<file path="config.mk">
export PLATFORM = sky130hd
export DESIGN_NAME = pipeline_hazard_unit_flat
export DESIGN_NICKNAME = d
export VERILOG_FILES = /design/src/rtl/pipeline_hazard_unit_if.sv /design/src/rtl/pipeline_hazard_unit.sv /design/src/flat_wrapper.sv
export SDC_FILE = /design/constraint.sdc
export NUM_CORES = 1
export LEC_CHECK = 0
export BUFFER_PORTS_ARGS = -buffer_cell sky130_fd_sc_hd__buf_2
export CAP_MARGIN = 20
export CORE_MARGIN = 3
export CORE_UTILIZATION = 41
export DETAILED_ROUTE_END_ITERATION = 12
export HOLD_SLACK_MARGIN = 0.05
export PLACE_DENSITY = 0.73
export SLEW_MARGIN = 10
export SYNTH_ARGS = -nofsm -noshare
export SYNTH_HDL_FRONTEND = slang
export SYNTH_SLANG_ARGS = --single-unit
</file>
<file path="constraint.sdc">
create_clock -name clk -period 2.2 [get_ports clk]
set_input_delay 0.11 -clock clk [delete_from_list [all_inputs] [get_ports clk]]
set_output_delay 0.11 -clock clk [all_outputs]
set_load 0.02 [all_outputs]
</file>
<file path="src/rtl/pipeline_hazard_unit_if.sv">
// pipeline_hazard_unit_if: pipeline-side hazard inputs and hazard-unit control outputs
interface pipeline_hazard_unit_if #(parameter int CNT_W = 16);
   logic [4:0]       if_id_rs1, if_id_rs2, id_ex_rd;
   logic             if_id_rs1_used, if_id_rs2_used;
   logic             id_ex_mem_read, ex_branch_taken, ex_muldiv_start, ex_muldiv_done;
   logic             pc_stall, if_id_stall, if_id_flush, id_ex_flush, id_ex_stall, ex_mem_flush;
   logic [1:0]       state;
   logic             md_timeout;
   logic [CNT_W-1:0] stall_cycles;
   modport master (
      output if_id_rs1, if_id_rs2, if_id_rs1_used, if_id_rs2_used, id_ex_rd, id_ex_mem_read,
             ex_branch_taken, ex_muldiv_start, ex_muldiv_done,
      input  pc_stall, if_id_stall, if_id_flush, id_ex_flush, id_ex_stall, ex_mem_flush,
             state, md_timeout, stall_cycles
   );
   modport slave (
      input  if_id_rs1, if_id_rs2, if_id_rs1_used, if_id_rs2_used, id_ex_rd, id_ex_mem_read,
             ex_branch_taken, ex_muldiv_start, ex_muldiv_done,
      output pc_stall, if_id_stall, if_id_flush, id_ex_flush, id_ex_stall, ex_mem_flush,
             state, md_timeout, stall_cycles
   );
endinterface

</file>
<file path="src/rtl/pipeline_hazard_unit.sv">
// pipeline_hazard_unit: load-use, taken-branch and multi-cycle mul/div hazard control
module pipeline_hazard_unit #(
   parameter int MD_TIMEOUT = 63,
   parameter int CNT_W      = 16
) (
   input logic                   clk,
   input logic                   rst,
   pipeline_hazard_unit_if.slave hz
);
   typedef enum logic [1:0] {RUN = 2'b00, MD_WAIT = 2'b01} state_t;
   state_t           r_state, w_next;
   logic [5:0]       r_wait, w_wait_next;
   logic             r_timeout;
   logic [CNT_W-1:0] r_stalls;
   logic             w_lu, w_lu_stall, w_br_flush, w_md_stall, w_hit, w_stall;
   assign w_lu = hz.id_ex_mem_read && hz.id_ex_rd != 5'd0 &&
                 ((hz.if_id_rs1_used && hz.if_id_rs1 == hz.id_ex_rd) ||
                  (hz.if_id_rs2_used && hz.if_id_rs2 == hz.id_ex_rd));
   always_comb begin
      w_next      = r_state;
      w_wait_next = r_wait;
      w_br_flush  = 1'b0;
      w_lu_stall  = 1'b0;
      w_md_stall  = 1'b0;
      if (r_state == RUN) begin
         w_br_flush = hz.ex_branch_taken;
         w_lu_stall = !hz.ex_branch_taken && w_lu;
         if (!hz.ex_branch_taken && hz.ex_muldiv_start) begin
            w_wait_next = 6'd0;
            w_next      = hz.ex_muldiv_done ? RUN : MD_WAIT;
         end
      end else begin
         w_md_stall = !hz.ex_muldiv_done;
         w_next     = hz.ex_muldiv_done ? RUN : MD_WAIT;
         if (!hz.ex_muldiv_done && r_wait != 6'd63) w_wait_next = r_wait + 6'd1;
      end
   end
   // timeout is visible in the cycle the limit is reached, then held by r_timeout
   assign w_hit   = w_md_stall && r_wait == 6'(MD_TIMEOUT);
   assign w_stall = !rst && (w_lu_stall || w_md_stall);
   assign hz.pc_stall     = w_stall;
   assign hz.if_id_stall  = w_stall;
   assign hz.id_ex_stall  = !rst && w_md_stall;
   assign hz.ex_mem_flush = !rst && w_md_stall;
   assign hz.if_id_flush  = rst || w_br_flush;
   assign hz.id_ex_flush  = rst || w_br_flush || w_lu_stall;
   assign hz.state        = r_state;
   assign hz.md_timeout   = !rst && (r_timeout || w_hit);
   assign hz.stall_cycles = r_stalls;
   always_ff @(posedge clk) begin
      if (rst) begin
         r_state   <= RUN;
         r_wait    <= 6'd0;
         r_timeout <= 1'b0;
         r_stalls  <= '0;
      end else begin
         r_state   <= w_next;
         r_wait    <= w_wait_next;
         r_timeout <= r_timeout || w_hit;
         if (w_stall && r_stalls != '1) r_stalls <= r_stalls + CNT_W'(1);
      end
   end
endmodule

</file>
<file path="src/flat_wrapper.sv">
// flat-port wrapper written by rule: the top's interface ports become plain ports
module pipeline_hazard_unit_flat 
#(
   parameter int MD_TIMEOUT = 63,
   parameter int CNT_W      = 16
)
  (clk, rst, hz_if_id_rs1, hz_if_id_rs2, hz_if_id_rs1_used, hz_if_id_rs2_used, hz_id_ex_rd, hz_id_ex_mem_read, hz_ex_branch_taken, hz_ex_muldiv_start, hz_ex_muldiv_done, hz_pc_stall, hz_if_id_stall, hz_if_id_flush, hz_id_ex_flush, hz_id_ex_stall, hz_ex_mem_flush, hz_state, hz_md_timeout, hz_stall_cycles);
  pipeline_hazard_unit_if #(.CNT_W(CNT_W)) hz_i ();
  input logic clk;
  input logic rst;
  input wire logic [$bits(hz_i.if_id_rs1)-1:0] hz_if_id_rs1;
  input wire logic [$bits(hz_i.if_id_rs2)-1:0] hz_if_id_rs2;
  input wire logic [$bits(hz_i.if_id_rs1_used)-1:0] hz_if_id_rs1_used;
  input wire logic [$bits(hz_i.if_id_rs2_used)-1:0] hz_if_id_rs2_used;
  input wire logic [$bits(hz_i.id_ex_rd)-1:0] hz_id_ex_rd;
  input wire logic [$bits(hz_i.id_ex_mem_read)-1:0] hz_id_ex_mem_read;
  input wire logic [$bits(hz_i.ex_branch_taken)-1:0] hz_ex_branch_taken;
  input wire logic [$bits(hz_i.ex_muldiv_start)-1:0] hz_ex_muldiv_start;
  input wire logic [$bits(hz_i.ex_muldiv_done)-1:0] hz_ex_muldiv_done;
  output wire logic [$bits(hz_i.pc_stall)-1:0] hz_pc_stall;
  output wire logic [$bits(hz_i.if_id_stall)-1:0] hz_if_id_stall;
  output wire logic [$bits(hz_i.if_id_flush)-1:0] hz_if_id_flush;
  output wire logic [$bits(hz_i.id_ex_flush)-1:0] hz_id_ex_flush;
  output wire logic [$bits(hz_i.id_ex_stall)-1:0] hz_id_ex_stall;
  output wire logic [$bits(hz_i.ex_mem_flush)-1:0] hz_ex_mem_flush;
  output wire logic [$bits(hz_i.state)-1:0] hz_state;
  output wire logic [$bits(hz_i.md_timeout)-1:0] hz_md_timeout;
  output wire logic [$bits(hz_i.stall_cycles)-1:0] hz_stall_cycles;
  assign hz_i.if_id_rs1 = hz_if_id_rs1;
  assign hz_i.if_id_rs2 = hz_if_id_rs2;
  assign hz_i.if_id_rs1_used = hz_if_id_rs1_used;
  assign hz_i.if_id_rs2_used = hz_if_id_rs2_used;
  assign hz_i.id_ex_rd = hz_id_ex_rd;
  assign hz_i.id_ex_mem_read = hz_id_ex_mem_read;
  assign hz_i.ex_branch_taken = hz_ex_branch_taken;
  assign hz_i.ex_muldiv_start = hz_ex_muldiv_start;
  assign hz_i.ex_muldiv_done = hz_ex_muldiv_done;
  assign hz_pc_stall = hz_i.pc_stall;
  assign hz_if_id_stall = hz_i.if_id_stall;
  assign hz_if_id_flush = hz_i.if_id_flush;
  assign hz_id_ex_flush = hz_i.id_ex_flush;
  assign hz_id_ex_stall = hz_i.id_ex_stall;
  assign hz_ex_mem_flush = hz_i.ex_mem_flush;
  assign hz_state = hz_i.state;
  assign hz_md_timeout = hz_i.md_timeout;
  assign hz_stall_cycles = hz_i.stall_cycles;
  pipeline_hazard_unit #(.MD_TIMEOUT(MD_TIMEOUT), .CNT_W(CNT_W)) u_core (.clk(clk), .rst(rst), .hz(hz_i));
endmodule
</file>
==> impl_metrics.py <==
metrics = {
    "layout": {
        "diodes": 0,
        "drive_gt1_share_pct": 30.9,
        "seq_area_sq_um": 480,
        "syn2layout_area_growth_pct": 21.7,
        "mostFrequentLayoutCell": "buf_2",
        "layout_common_cells": "buf_2 (46), dfxtp_1 (24), nor2_1 (21), nand2_1 (12), xor2_1 (11)",
        "fillers": 313,
        "fin_area_sq_mm": 0.00171,
        "multi_input_area_sq_um": 863,
        "nNetsFinal": 233,
    },
    "critical_path": {
        "r2r-start": "u_core.hz.stall_cycles[0]$_SDFFE_PP0P_",
        "path_buf_inv": 0,
        "critical_path.max_fanout": 14,
        "path_depth": 6,
        "cp_slowest_stage_delay_ns": 0.53,
        "criticalPathCategory": "flip-flop to flip-flop",
        "critPathCapture": "u_core.hz.stall_cycles[15]$_SDFFE_PP0P_",
        "rrSetupSlack_ns": 0.19,
        "crit_family": "simple AND/OR/NAND/NOR gates",
        "crit_start": "u_core.hz.stall_cycles[0]$_SDFFE_PP0P_",
        "reg2reg_depth": 6,
        "cp_data_required_time_ns": 2.45,
        "crit_chain": "ha_1 -> and4_4 -> a32oi_4 -> nand2_4 -> or4_1 -> a21oi_1",
        "reg2reg_to": "u_core.hz.stall_cycles[15]$_SDFFE_PP0P_",
        "crit_path_start_kind": "flip-flop",
        "critPathSlowestCell": "or4_1",
        "cp.arrival_ns": 2.26,
        "end_kind": "flip-flop",
    },
    "clock_network": {
        "tritoncts": "built",
        "clkTransAtPathRegs_ns": 0.13,
        "clock_path_buffers": 2,
        "post-cts-setup-buffer-count": 0,
        "cts.sinks": 24,
        "clk_root_buffer_cell": "clkbuf_4",
        "cts_made_buffers": 3,
        "worstSkewPairLatency_ns": 0.31,
        "cts_htree_levels": 1,
    },
    "pwr": {
        "ir_drop_uv": 283,
        "swShare_pct": 24.9,
        "p_per_area_mw_per_mm2": 454,
        "leakage_uw": 0.000783,
        "power_frac_comb_pct": 13.7,
        "p_int_uw": 583,
        "clockPowerShare_pct": 30.0,
        "sequentialPowerShare_pct": 56.4,
        "p_switching_uw": 194,
    },
    "detailed_routing": {
        "finalWirelength_um": 3070,
        "antenna_left": 0,
        "highest_layer": "met4",
        "dr.first_iter.drc_count": 31,
        "wl_met3_um": 195,
        "avgRoutedWirePerCell_um": 12.2,
        "dr_total_vias": 1296,
        "drcViolationCount": 0,
        "met1Wirelength_um": 1500,
        "wl_met2_um": 1350,
        "via_per_inst": 5.16,
        "drtPass1Iterations": 4,
    },
    "global_routing": {
        "grt_pass1_vias": 1157,
        "grt_start_max_net_pins": 23,
        "overflow": 0,
        "grt_use_total_pct": 15.2,
        "antenna_found_initial": 0,
        "grt_pass1_wl_um": 5120,
    },
    "synth": {
        "ys_warn_count": 0,
        "syn_inst": 160,
        "synth.distinct_cells": 41,
        "synthFlopType": "dfxtp_1",
        "postSynthAreaPerCell_sq_um": 8.77,
        "synth_edf_count": 0,
        "syn-num-nets": 185,
        "yosysSeqAreaShare_pct": 34.2,
        "synth.cell_area_sq_mm": 0.00140,
        "ys_seq_elements": 24,
        "synth-async-reset-ratio_pct": 0,
    },
    "placed_design": {
        "port-buffer-count": 46,
        "dp_hpwl_um": 2410,
        "gp_congestion": 0.820,
        "place_area_sq_mm": 0.00166,
    },
    "sta": {
        "period_share_pct": 91.4,
        "tns_ns": 0,
        "clock_skew_ns": 0.00535,
        "rsz0062_at_grt": "no",
        "fmax_mhz": 498,
        "hold_violations": 0,
        "finalSetupViolCount": 0,
        "slew_viol_final": 0,
        "min_period_ns": 2.01,
    },
    "outcome": {
        "status": "finished, final reports clean",
    },
    "hold_path": {
        "hold_path_class": "input pin to flip-flop",
    },
    "die": {
        "num_io_pins": 48,
        "die_area_sq_mm": 0.00416,
        "placementRows": 20,
        "die_h_um": 64.5,
        "core_region_area_sq_mm": 0.00315,
        "start_util_pct": 44.5,
        "fp.dieW_um": 64.5,
    },
    "job": {
        "maxCapViolCount": 0,
    },
}
[layout make-up]
| type | count | area share [%] |
|---|---|---|
| well taps | 44 | 3.22 |
| repair buffers | 49 | 14.9 |
| clock buffers | 4 | 2.12 |
| flip-flops and latches | 24 | 28.1 |
| multi-input cells | 125 | 50.5 |
| inverters | 5 | 1.10 |
[worst min-delay path: cells and delay by family]
kind                   cells  cell delay [ns]
and+or+nand+nor            1             0.05
AOI/OAI and AO/OA          1             0.11
buffers and inverters      1             0.10
[power groups by stage]
stage / Clock, uW / Sequential, uW / Combinational, uW
final: 233 / 438 / 106
after CTS: 239 / 438 / 107
after detailed placement: 0 / 447 / 105
after global placement: 0 / 447 / 104
after floorplan: 0 / 448 / 66.1
after global routing: 259 / 439 / 118
[metrics by stage]
| stage | setup WS [ns] | utilization [%] | total power [uW] | std cells | hold WS (ns) |
|---|---|---|---|---|---|
| 6_report | 0.190 | 54.2 | 777 | 251 | 0.0944 |
| 5_1_grt | 0.0384 | 54.2 | 815 | 251 | 0.114 |
| 4_1_cts | 0.141 | 54.2 | 784 | 251 | 0.0801 |
| 3_5_place_dp | 0.179 | 52.7 | 552 | 246 | 0.311 |
| 3_3_place_gp | 0.232 | 52.7 | 551 | 246 | 0.309 |
| 2_1_floorplan | 0.276 | - | 515 | 160 | 0.189 |
[cell families (layout without fill, tap and decap cells)]
kind of cell | count (synthesis) | count (layout) | synth area share, %
simple gates | 72 | 72 | 28.3
compound gates | 28 | 28 | 16.8
flops | 24 | 24 | 34.2
xor+xnor | 21 | 21 | 13.6
buf+inv | 11 | 58 | 4.28
fa+ha+maj | 2 | 2 | 1.78
other cells | 1 | 1 | 0.267
mux | 1 | 1 | 0.713
[repair_timing]
action                                  CTS  global route
hold buffers                              1             0
gates resized for setup                   0             0
endpoints found under the setup margin    0             1
endpoints found under the hold margin     1             0
[flip-flops by register name, indices dropped and copies added (netlist names)]
register	cells
u_core.r_timeout	1
u_core.hz.state	1
u_core.r_wait	6
u_core.hz.stall_cycles	16
[synth_stat cells (5+ instances only)]
cell type	n	area [sq um]
and3_1	6	37.5
nand4_1	6	37.5
nand2_1	12	45.0
or4_1	7	52.6
a21oi_1	7	35.0
inv_1	5	18.8
xnor2_1	9	78.8
nor2_1	21	78.8
xor2_1	11	96.3
dfxtp_1	24	480
nand3_1	6	30.0
[worst min-delay path by stage]
| stage | startpoint | endpoint | slack [ns] | cells past startpoint |
|---|---|---|---|---|
| floorplan | hz_ex_muldiv_done | u_core.hz.state[0]$_SDFFE_PP0P_ | 0.19 | 1 |
| global route | hz_ex_muldiv_start | u_core.hz.state[0]$_SDFFE_PP0P_ | 0.11 | 3 |
| CTS | hz_ex_muldiv_start | u_core.hz.state[0]$_SDFFE_PP0P_ | 0.08 | 3 |
| finish | hz_ex_muldiv_start | u_core.hz.state[0]$_SDFFE_PP0P_ | 0.09 | 3 |
| detailed placement | hz_ex_muldiv_done | u_core.hz.state[0]$_SDFFE_PP0P_ | 0.31 | 2 |
| global placement | hz_ex_muldiv_done | u_core.hz.state[0]$_SDFFE_PP0P_ | 0.31 | 2 |
[layer usage]
| layer | vias to the layer above | track usage [%] |
|---|---|---|
| met4 | 0 | 5.54 |
| met5 | - | 0 |
| met2 | 37 | 24.4 |
| li1 | 664 | - |
| met1 | 593 | 19.8 |
| met3 | 2 | 3.64 |
(Power assumes the default switching activity.)
